<file path="src/rtl/dm_arb_pkg.sv">
// ============================================================================
// dm_arb_pkg : shared FSM encoding and stats counter width for dm_arbiter
// Revision   : 1.0
// ============================================================================
`default_nettype none

package dm_arb_pkg;

   typedef enum logic [1:0] {
      IDLE   = 2'd0,
      ISSUE  = 2'd1,
      RDWAIT = 2'd2
   } arb_state_t;

   localparam int STAT_W = 16;

endpackage

`default_nettype wire

</file>
<file path="src/rtl/dm_arbiter_rr_pick.sv">
// ============================================================================
// rr_pick : combinational round-robin selector, first set req scanning from ptr
// Revision : 1.0
// ============================================================================
`default_nettype none

module rr_pick #(
   parameter int N     = 4,
   parameter int PTR_W = (N > 1) ? $clog2(N) : 1
) (
   input  logic [N-1:0]     req,
   input  logic [PTR_W-1:0] ptr,
   output logic             valid,
   output logic [PTR_W-1:0] idx
);

   always_comb begin
      int j;
      valid = 1'b0;
      idx   = '0;
      for (int k = 0; k < N; k++) begin
         j = int'(ptr) + k;
         if (j >= N) j = j - N;
         if (!valid && req[j]) begin
            valid = 1'b1;
            idx   = PTR_W'(j);
         end
      end
   end

endmodule

`default_nettype wire

</file>
<file path="src/rtl/dm_arbiter.sv">
// ============================================================================
// dm_arbiter : round-robin front end for N cores onto one 1-cycle-latency DM.
// Optional per-core grant counters when DM_ARB_STATS_EN is defined. Rev 1.0
// ============================================================================
`default_nettype none

module dm_arbiter
   import dm_arb_pkg::*;
#(
   parameter int NUM_CORES = 4,
   parameter int DATA_W    = 16,
   parameter int ADDR_W    = 16
) (
   input  logic                        clk,
   input  logic                        rst_n,
   input  logic [NUM_CORES-1:0]        core_req,
   input  logic [NUM_CORES-1:0]        core_we,
   input  logic [NUM_CORES*ADDR_W-1:0] core_addr,
   input  logic [NUM_CORES*DATA_W-1:0] core_wdata,
   input  logic [NUM_CORES-1:0]        core_end,
   output logic [NUM_CORES-1:0]        core_ack,
   output logic [DATA_W-1:0]           core_rdata,
   output logic [ADDR_W-1:0]           mem_addr,
   output logic [DATA_W-1:0]           mem_wdata,
   output logic                        mem_we,
   input  logic [DATA_W-1:0]           mem_rdata,
`ifdef DM_ARB_STATS_EN
   input  logic                        stats_clr,
   output logic [NUM_CORES*STAT_W-1:0] grant_cnt,
`endif
   output logic                        all_end,
   output logic                        busy
);

   localparam int PTR_W = (NUM_CORES > 1) ? $clog2(NUM_CORES) : 1;
   localparam logic [PTR_W-1:0] LAST = PTR_W'(NUM_CORES - 1);

   arb_state_t        state_q, state_d;
   logic [PTR_W-1:0]  rr_ptr_q, rr_ptr_d;
   logic [PTR_W-1:0]  win_q, win_d;
   logic              we_q, we_d;
   logic [ADDR_W-1:0] addr_q, addr_d;
   logic [DATA_W-1:0] wdata_q, wdata_d;
   logic [DATA_W-1:0] rdata_q, rdata_d;
   logic              all_end_q;

   logic              pick_valid;
   logic [PTR_W-1:0]  pick_idx;
   logic [PTR_W-1:0]  ptr_next;

   rr_pick #(
      .N     (NUM_CORES),
      .PTR_W (PTR_W)
   ) u_pick (
      .req   (core_req),
      .ptr   (rr_ptr_q),
      .valid (pick_valid),
      .idx   (pick_idx)
   );

   assign ptr_next = (win_q == LAST) ? '0 : win_q + PTR_W'(1);

   always_comb begin
      state_d    = state_q;
      rr_ptr_d   = rr_ptr_q;
      win_d      = win_q;
      we_d       = we_q;
      addr_d     = addr_q;
      wdata_d    = wdata_q;
      rdata_d    = rdata_q;
      mem_we     = 1'b0;
      core_ack   = '0;
      core_rdata = rdata_q;
      case (state_q)
         IDLE: begin
            if (pick_valid) begin
               win_d   = pick_idx;
               we_d    = core_we[pick_idx];
               addr_d  = core_addr[pick_idx*ADDR_W +: ADDR_W];
               wdata_d = core_wdata[pick_idx*DATA_W +: DATA_W];
               state_d = ISSUE;
            end
         end
         ISSUE: begin
            if (we_q) begin
               mem_we          = 1'b1;
               core_ack[win_q] = 1'b1;
               rr_ptr_d        = ptr_next;
               state_d         = IDLE;
            end else begin
               state_d = RDWAIT;
            end
         end
         RDWAIT: begin
            core_rdata      = mem_rdata;
            rdata_d         = mem_rdata;
            core_ack[win_q] = 1'b1;
            rr_ptr_d        = ptr_next;
            state_d         = IDLE;
         end
         default: state_d = IDLE;
      endcase
   end

   always_ff @(posedge clk or negedge rst_n) begin
      if (!rst_n) begin
         state_q   <= IDLE;
         rr_ptr_q  <= '0;
         win_q     <= '0;
         we_q      <= 1'b0;
         addr_q    <= '0;
         wdata_q   <= '0;
         rdata_q   <= '0;
         all_end_q <= 1'b0;
      end else begin
         state_q   <= state_d;
         rr_ptr_q  <= rr_ptr_d;
         win_q     <= win_d;
         we_q      <= we_d;
         addr_q    <= addr_d;
         wdata_q   <= wdata_d;
         rdata_q   <= rdata_d;
         all_end_q <= &core_end;
      end
   end

   // Holding registers only reload on a grant, so the bus keeps its last value when idle.
   assign mem_addr  = addr_q;
   assign mem_wdata = wdata_q;
   assign all_end   = all_end_q;
   assign busy      = (state_q != IDLE);

`ifdef DM_ARB_STATS_EN
   for (genvar gi = 0; gi < NUM_CORES; gi++) begin : g_stats
      logic [STAT_W-1:0] cnt_q;
      always_ff @(posedge clk or negedge rst_n) begin
         if (!rst_n) begin
            cnt_q <= '0;
         end else if (stats_clr) begin
            cnt_q <= '0;
         end else if (core_ack[gi] && (cnt_q != {STAT_W{1'b1}})) begin
            cnt_q <= cnt_q + STAT_W'(1);
         end
      end
      assign grant_cnt[gi*STAT_W +: STAT_W] = cnt_q;
   end
`endif

endmodule

`default_nettype wire

</file>
<file path="config.mk">
export PLATFORM = sky130hd
export DESIGN_NAME = dm_arbiter
export DESIGN_NICKNAME = d
export VERILOG_FILES = /design/src/rtl/dm_arb_pkg.sv /design/src/rtl/dm_arbiter_rr_pick.sv /design/src/rtl/dm_arbiter.sv
export SDC_FILE = /design/constraint.sdc
export NUM_CORES = 1
export LEC_CHECK = 0
export CAP_MARGIN = 10
export CORE_MARGIN = 5
export CORE_UTILIZATION = 34
export CTS_BUF_LIST = sky130_fd_sc_hd__clkbuf_4
export CTS_CLUSTER_DIAMETER = 80
export DETAILED_ROUTE_END_ITERATION = 6
export GPL_TIMING_DRIVEN = 0
export PLACE_DENSITY = 0.77
export SLEW_MARGIN = 20
export SYNTH_ARGS = -nofsm -noshare
export SYNTH_HDL_FRONTEND = slang
export SYNTH_SLANG_ARGS = --single-unit
</file>
<file path="constraint.sdc">
create_clock -name clk -period 1.9 [get_ports clk]
set_clock_uncertainty 0.2 [all_clocks]
set_input_delay 0.285 -clock clk [delete_from_list [all_inputs] [get_ports clk]]
set_output_delay 0.285 -clock clk [all_outputs]
set_load 0.05 [all_outputs]
</file>
==> key figures, run 1 <==
Yosys
  • Synth Register Bits: 56
  • Post-synthesis sequential area ratio: 43.65%
  • Ys flop type: dfrtp_1
  • Compound-Gate Fraction of Synth Area: 12.43%
  • Post-Synth XOR/XNOR Area: 0%
  • Multiplexer share of the synthesized area: 26.54%
  • Synthesized area per cell: 11.76 um^2
  • Largest family of logic cells by synthesized area: multiplexers
  • Post-Syn Area: ~0.0032 mm^2
  • Post-Synth Simple-Gate Area: 7.677%
  • Ys Warns: 0
  • Synth Instances: 273
  • Post-synth EDFFs: 0
  • Post-synthesis adder-cell area fraction: 2.728%
  • Post-synth ARST share: 100.0%
  • Synth cell types: 36
  • Syn Nets: between 400 and 500

Drt
  • First-pass iteration count of the detailed router: 4
  • First DRT Iteration DRCs: between 50 and 60
  • Antenna Nets Post-Route: 0
  • Overall routed net length: 12.34 mm
  • Met1 Routed Length: 4.582 mm
  • Via-per-instance ratio: 4.922
  • Max Used Layer: met4
  • Vias: approximately 3200
  • WL met2: about 6.6 mm
  • DRC: 0
  • Routed wire per std cell: ~19 um
  • Met3 routed WL: ~910 um

Placed design
  • Detail Placement HPWL: approximately 9 mm
  • Post-DP Area: approximately 0.0055 mm^2
  • Port Buffers: 212
  • Global placement routability congestion: around 0.8

GRT
  • All-Layer GR Usage: 19.77%
  • Largest net degree at the start of global routing: 57
  • First-pass GRT wire length: approximately 18 mm
  • Initial antenna violation count: 1
  • Total gr overflow: 0
  • Vias in the first global route: 3484

Die
  • Core area: 0.009240 mm^2
  • Die H: 107.2 um
  • Num ports: between 200 and 250
  • Full die area: between 0.01 and 0.015 mm^2
  • Die X: 107.2 um
  • Starting density of the core: approximately a third
  • FP Rows: 35

Pwr
  • Maximum vdd ir drop: 0.7036 mV
  • Pwr/cell area: 1662 mW/mm^2
  • Leakage: ~2.8 nW
  • Total power draw: 10.56 mW

Critical path
  • Slowest stage delay, CP: around 0.43 ns
  • Worst-path fanout max: 5
  • CP startpoint: state_q[0]
  • CP Capture Type: primary output
  • Worst setup SP type: flop
  • Critical path class: reg -> out
  • Worst path cell trace: inv_2, ha_4, buf_6, clkbuf_16, mux2_4, buf_8
  • Crit path arrival time: 1.78 ns
  • CP max stage cell: dfrtp_1
  • Data required time at the worst endpoint: 1.41 ns
  • Worst r2r src: rr_ptr_q[0]

Clocking
  • CTS tree: built
  • CTS Root Cell: clkbuf_4
  • Clock-pin slew on the worst setup and hold paths: 0.16 ns
  • Longest Clk Path Bufs: 2
  • H-tree depth: 2
  • Later-pin clock latency in the skew report: approximately 0.38 ns
  • Total CTS buffers: 5
  • Num Clock Sinks: 56

STA
  • Slew Limit Fails: 0
  • Worst rel slew slack: 61.31%
  • Max frequency: approximately 440 MHz
  • Final hold vios: 0
  • RSZ-0062 raised after global routing: true
  • Setup ws final: -0.3676 ns
  • Slew @ Worst Pin: 0.5827 ns
  • Fin crit share: 119.3%
  • Tmin final: 2.268 ns
  • Setup violators final: between 40 and 50

Finish
  • Final nets: slightly below 700
  • Layout area overhead: 97.93%
  • Final instance area: 0.006355 mm^2
  • Layout Utilization: 68.77%
  • Share of cells above drive strength 1: 27.86%
  • Most frequent cells in the layout: clkdlybuf4s50_1, dfrtp_1, mux2i_1
  • Most common cell after layout, fill and taps aside: clkdlybuf4s50_1

Run status
  • Failing checks: setup timing
  • Status: complete, but fails checks

Run
  • Max_cap viols: 0

Hold path
  • Worst min-delay path class: in -> async
-- routing by layer --
layer	track usage [%]	vias up
li1	-	1523
met1	23.45	1551
met2	35.30	130
met3	4.937	15
met4	5.388	0
met5	0	-
-- power breakdown --
part | leakage, nW | internal (mW) | total [mW] | switching (mW)
registers | 0.680 | 1.79 | 2.12 | 0.329
logic | 2.13 | 3.52 | 7.91 | 4.39
clock network | 0.0293 | 0.156 | 0.540 | 0.383
-- logic make-up (layout without fill, tap and decap cells) --
family	count (synthesis)	count (layout)
AND/OR/NAND/NOR	54	54
adder cells (fa/ha/maj)	7	7
buffers and inverters	26	277
flip-flops	56	56
AO/OA/AOI/OAI	47	47
other	0	1
multiplexers	83	83
-- state kept, by name, summed over array words and instances (netlist names) --
register	flops
all_end	1
mem_addr	16
mem_wdata	16
rdata_q	16
rr_ptr_q	2
state_q	2
we_q	1
win_q	2
-- cell usage after synthesis (2+ instances only) --
| cell type | n | area, um^2 |
|---|---|---|
| mux2_2 | 17 | 191.4 |
| buf_4 | 2 | 15.01 |
| o31ai_1 | 2 | 15.01 |
| buf_6 | 3 | 33.78 |
| clkbuf_1 | 6 | 22.52 |
| nor2_1 | 3 | 11.26 |
| bufbuf_8 | 2 | 37.54 |
| o221ai_1 | 33 | 289.0 |
| nand2_2 | 2 | 12.51 |
| inv_1 | 7 | 26.28 |
| mux2i_1 | 66 | 660.6 |
| nand2_1 | 38 | 142.6 |
| buf_12 | 4 | 80.08 |
| and2_1 | 5 | 31.28 |
| dfrtp_1 | 56 | 1401 |
| ha_1 | 7 | 87.58 |
-- worst max-delay path, delay by kind of cell (launching register included) --
family                     cells  cell delay, ns
adders and majority gates      1            0.16
buffers and inverters          4            0.50
DFF                            1            0.43
muxes                          1            0.32
-- per-stage QoR --
stage | worst slack, ns | cells | TNS, ns | hold WS (ns)
3_5_place_dp | -0.8157 | 615 | -33.31 | 0.1060
2_1_floorplan | -0.04187 | 273 | -0.4187 | -0.2106
5_1_grt | -0.4456 | 654 | -11.75 | 0.2277
3_3_place_gp | -1.479 | 614 | -114.49 | 0.2680
4_1_cts | -0.4222 | 635 | -9.284 | 0.2133
6_report | -0.3676 | 654 | -7.399 | 0.2236
-- layout make-up --
class / instances / area, um^2
flip-flops and latches: 56 / 1404
fillers: 720 / 2885
clock buffers: 6 / 45.04
repair buffers: 243 / 2545
clock inverters: 2 / 11.26
plain buffers: 19 / 239.0
inverters: 7 / 28.78
multi-input cells: 191 / 1918
well taps: 129 / 161.4
diodes: 1 / 2.502
-- what timing repair did --
item	CTS	global route
gates cloned	4	3
endpoints found under the hold margin	56	0
setup endpoints to repair	88	56
gates resized for setup	231	81
setup buffers	8	16
hold buffers	1	0
pin swaps	4	37
-- worst paths after layout --
kind,end,slack (ns),depth (start not counted)
max in group asynchronous,rr_ptr_q[0],1.02,3
worst max register to register,mem_wdata[11],-0.06,7
min in group clk,all_end,0.27,2
worst max-delay path,core_rdata[14],-0.37,6
worst min register to register,mem_addr[13],0.31,2
worst min-delay path,mem_addr[5],0.22,3
(Power assumes the default switching activity.)
==> run 2, diff against run 1 <==
--- a/config.mk
+++ b/config.mk
@@ -6,9 +6,8 @@
 export NUM_CORES = 1
 export LEC_CHECK = 0
 export CAP_MARGIN = 10
-export CORE_MARGIN = 5
 export CORE_UTILIZATION = 34
-export CTS_BUF_LIST = sky130_fd_sc_hd__clkbuf_4
+export CTS_BUF_LIST = sky130_fd_sc_hd__clkbuf_4 sky130_fd_sc_hd__clkbuf_8
 export CTS_CLUSTER_DIAMETER = 80
 export DETAILED_ROUTE_END_ITERATION = 6
 export GPL_TIMING_DRIVEN = 0
==> key figures, run 2 (synthesis results as in run 1) <==
GRT
  • Total gr overflow: 0 (unchanged)
  • Most crowded layer after global routing: met2
  • Met3 usage in global routing: 5.200% (+0.26 points)
  • All-Layer GR Usage: 22.09% (+2.3 points)
  • First-pass GRT wire length: 17.06 mm (-4.4%)
  • Largest net degree at the start of global routing: 57 (unchanged)
  • Met1 Track Usage GR: 25.29% (+1.8 points)
  • Vias in the first global route: 3473 (-0.32%)
  • GRT met2 Usage: 40.56% (+5.3 points)
  • Initial antenna violation count: 0 (-1)

Critical path
  • Slowest stage delay, CP: 0.44 ns (about the same)
  • Crit-path most repeated cell: buf_8
  • Data required time at the worst endpoint: 1.41 ns (about the same)
  • Crit path arrival time: 1.77 ns (about the same)
  • CP max stage cell: dfrtp_1
  • Worst path cell trace: ha_4, buf_6, buf_12, buf_8, mux2_4, buf_8
  • R2r setup slk: -0.06 ns (about the same)
  • Critical path class: reg -> out
  • Worst-path fanout max: 5 (unchanged)
  • Worst setup SP type: flop
  • CP Capture Type: primary output

Hold path
  • Worst min-delay path class: reg -> reg

Clocking
  • H-tree depth: 2 (unchanged)
  • Clock-pin slew on the worst setup and hold paths: 0.10 ns (-0.06 ns)
  • Total CTS buffers: 5 (unchanged)
  • CTS Root Cell: clkbuf_8
  • Later-pin clock latency in the skew report: 0.30 ns (-0.08 ns)
  • CTS tree: built
  • Num Clock Sinks: 56 (unchanged)
  • Longest Clk Path Bufs: 2 (unchanged)

Run status
  • Status: complete, but fails checks
  • Failing checks: setup timing

Finish
  • Final nets: 699 (+1.6%)
  • Most common cell after layout, fill and taps aside: clkdlybuf4s50_1
  • Antenna diode count: 0 (-1)
  • Most frequent cells in the layout: clkdlybuf4s50_1, dfrtp_1, nand2_1
  • Fillcell total: 610 (-15%)
  • Fin cells: 646 (-1.2%)
  • Share of cells above drive strength 1: 38.32% (+10 points)
  • Layout area overhead: 116.1%

Die
  • Die X: 99.18 um (-7.5%)
  • Full die area: 0.009836 mm^2 (-14%)
  • Core area: 0.009196 mm^2 (-0.47%)
  • Die H: 99.18 um (-7.5%)
  • Num ports: 213 (unchanged)
  • FP Rows: 35 (unchanged)
  • Starting density of the core: 34.91% (+0.17 points)

Drt
  • Antenna Nets Post-Route: 0 (unchanged)
  • Routed wire per std cell: 19.28 um (+2.2%)
  • Vias: 3334 (+3.6%)
  • First DRT Iteration DRCs: 68 (+17%)
  • Overall routed net length: 12.46 mm (+0.92%)
  • Via-per-instance ratio: 5.161 (+4.9%)
  • DRC: 0 (unchanged)
  • First-pass iteration count of the detailed router: 4 (unchanged)

STA
  • Worst rel slew slack: 63.44% (+2.1 points)
  • RSZ-0062 raised after global routing: true
  • Setup violators final: 33 (-23%)
  • Slew @ Worst Pin: 0.5506 ns (-0.03202 ns)
  • Slew Limit Fails: 0 (unchanged)
  • Tmin final: 2.254 ns (-0.01367 ns)
  • Fin crit share: 118.6% (-0.72 points)
  • Hold_ws: 0.2938 ns (+0.07015 ns)
  • Max frequency: 443.7 MHz (+0.61%)
  • Final hold vios: 0 (unchanged)
  • Setup ws final: -0.3539 ns (+0.01367 ns)

Pwr
  • Pwr/cell area: 1696 mW/mm^2 (+2.1%)
  • Maximum vdd ir drop: 0.7844 mV (+11%)
  • Leakage: 2.947 nW (+3.7%)
  • Total power draw: 11.77 mW (+11%)

Run
  • Max_cap viols: 0 (unchanged)

Placed design
  • Global placement routability congestion: 0.7956 (-0.82%)
  • # placed instances: 597 (-2.9%)
  • Port Buffers: 212 (unchanged)
  • Detail Placement HPWL: 7.951 mm (-13%)
run 2: cell types whose count changed in the layout (fill, tap and decap cells not counted), moves of 4 or more:
| cell | change |
|---|---|
| mux2i_1 | -25 |
| o221ai_1 | -19 |
| o221ai_2 | +18 |
| mux2i_4 | +15 |
| mux2i_2 | +10 |
| buf_12 | +7 |
| clkbuf_4 | -7 |
| clkbuf_8 | +6 |
| buf_4 | +5 |
| clkbuf_16 | +5 |
| buf_6 | +4 |
| buf_8 | -4 |
run 2: repair_timing:
item | 4_1_cts | 5_1_grt
resized for setup | 264 | 125
buffers inserted | 23 | 10
setup endpoints to repair | 90 | 55
pin swaps | 7 | 28
hold buffers | 1 | 0
hold endpoints to repair | 56 | 0
gates cloned | 3 | 11
run 2: routing by layer:
metal | vias up | share of wire [%] | wire length [um]
li1 | 1549 | - | -
met1 | 1625 | 39 | 4916
met2 | 141 | 53 | 6556
met3 | 19 | 5.8 | 728
met4 | 0 | 2.0 | 253
met5 | - | 0 | 0
run 2: final timing paths:
check,from,to,cells past startpoint
worst min-delay path,mem_wdata[0],mem_wdata[0],2
worst min register to register,mem_wdata[0],mem_wdata[0],2
max in group asynchronous,rst_n,rr_ptr_q[0],3
worst max register to register,state_q[1],mem_addr[15],8
worst max-delay path,state_q[1],core_rdata[5],6
min in group asynchronous,rst_n,mem_addr[12],3
run 2: worst max-delay path, delay by kind of cell, from the launching register on:
family / cells / cell delay, ns
mux: 1 / 0.32
fa+ha+maj: 1 / 0.18
buf+inv: 4 / 0.52
flops: 1 / 0.44
run 2: area by class of cell:
cell class | instances | area, um^2 | area share, %
repair buffers | 254 | 2710 | 39.06
multi-input cells | 192 | 2288 | 32.98
flip-flops and latches | 56 | 1404 | 20.23
plain buffers | 18 | 274.0 | 3.949
well taps | 111 | 138.9 | 2.001
clock buffers | 8 | 97.59 | 1.406
inverters | 7 | 26.28 | 0.3787
run 2: per-stage QoR:
step | util [%] | setup TNS, ns | setup slack (ns) | instance area, um^2
after floorplan | - | -0.4187 | -0.04187 | 3218
after global placement | 59.58 | -114.67 | -1.471 | 5479
after detailed placement | 59.85 | -35.05 | -0.8190 | 5504
after CTS | 66.33 | -5.728 | -0.3560 | 6100
after global routing | 75.46 | -8.507 | -0.4091 | 6939
final | 75.46 | -5.316 | -0.3539 | 6939
run 2: power breakdown:
| part | switching [mW] | leakage, nW | internal (mW) |
|---|---|---|---|
| combinational | 4.83 | 2.21 | 4.13 |
| sequential | 0.304 | 0.680 | 1.79 |
| clock | 0.386 | 0.0523 | 0.328 |
| total | 5.52 | 2.95 | 6.25 |
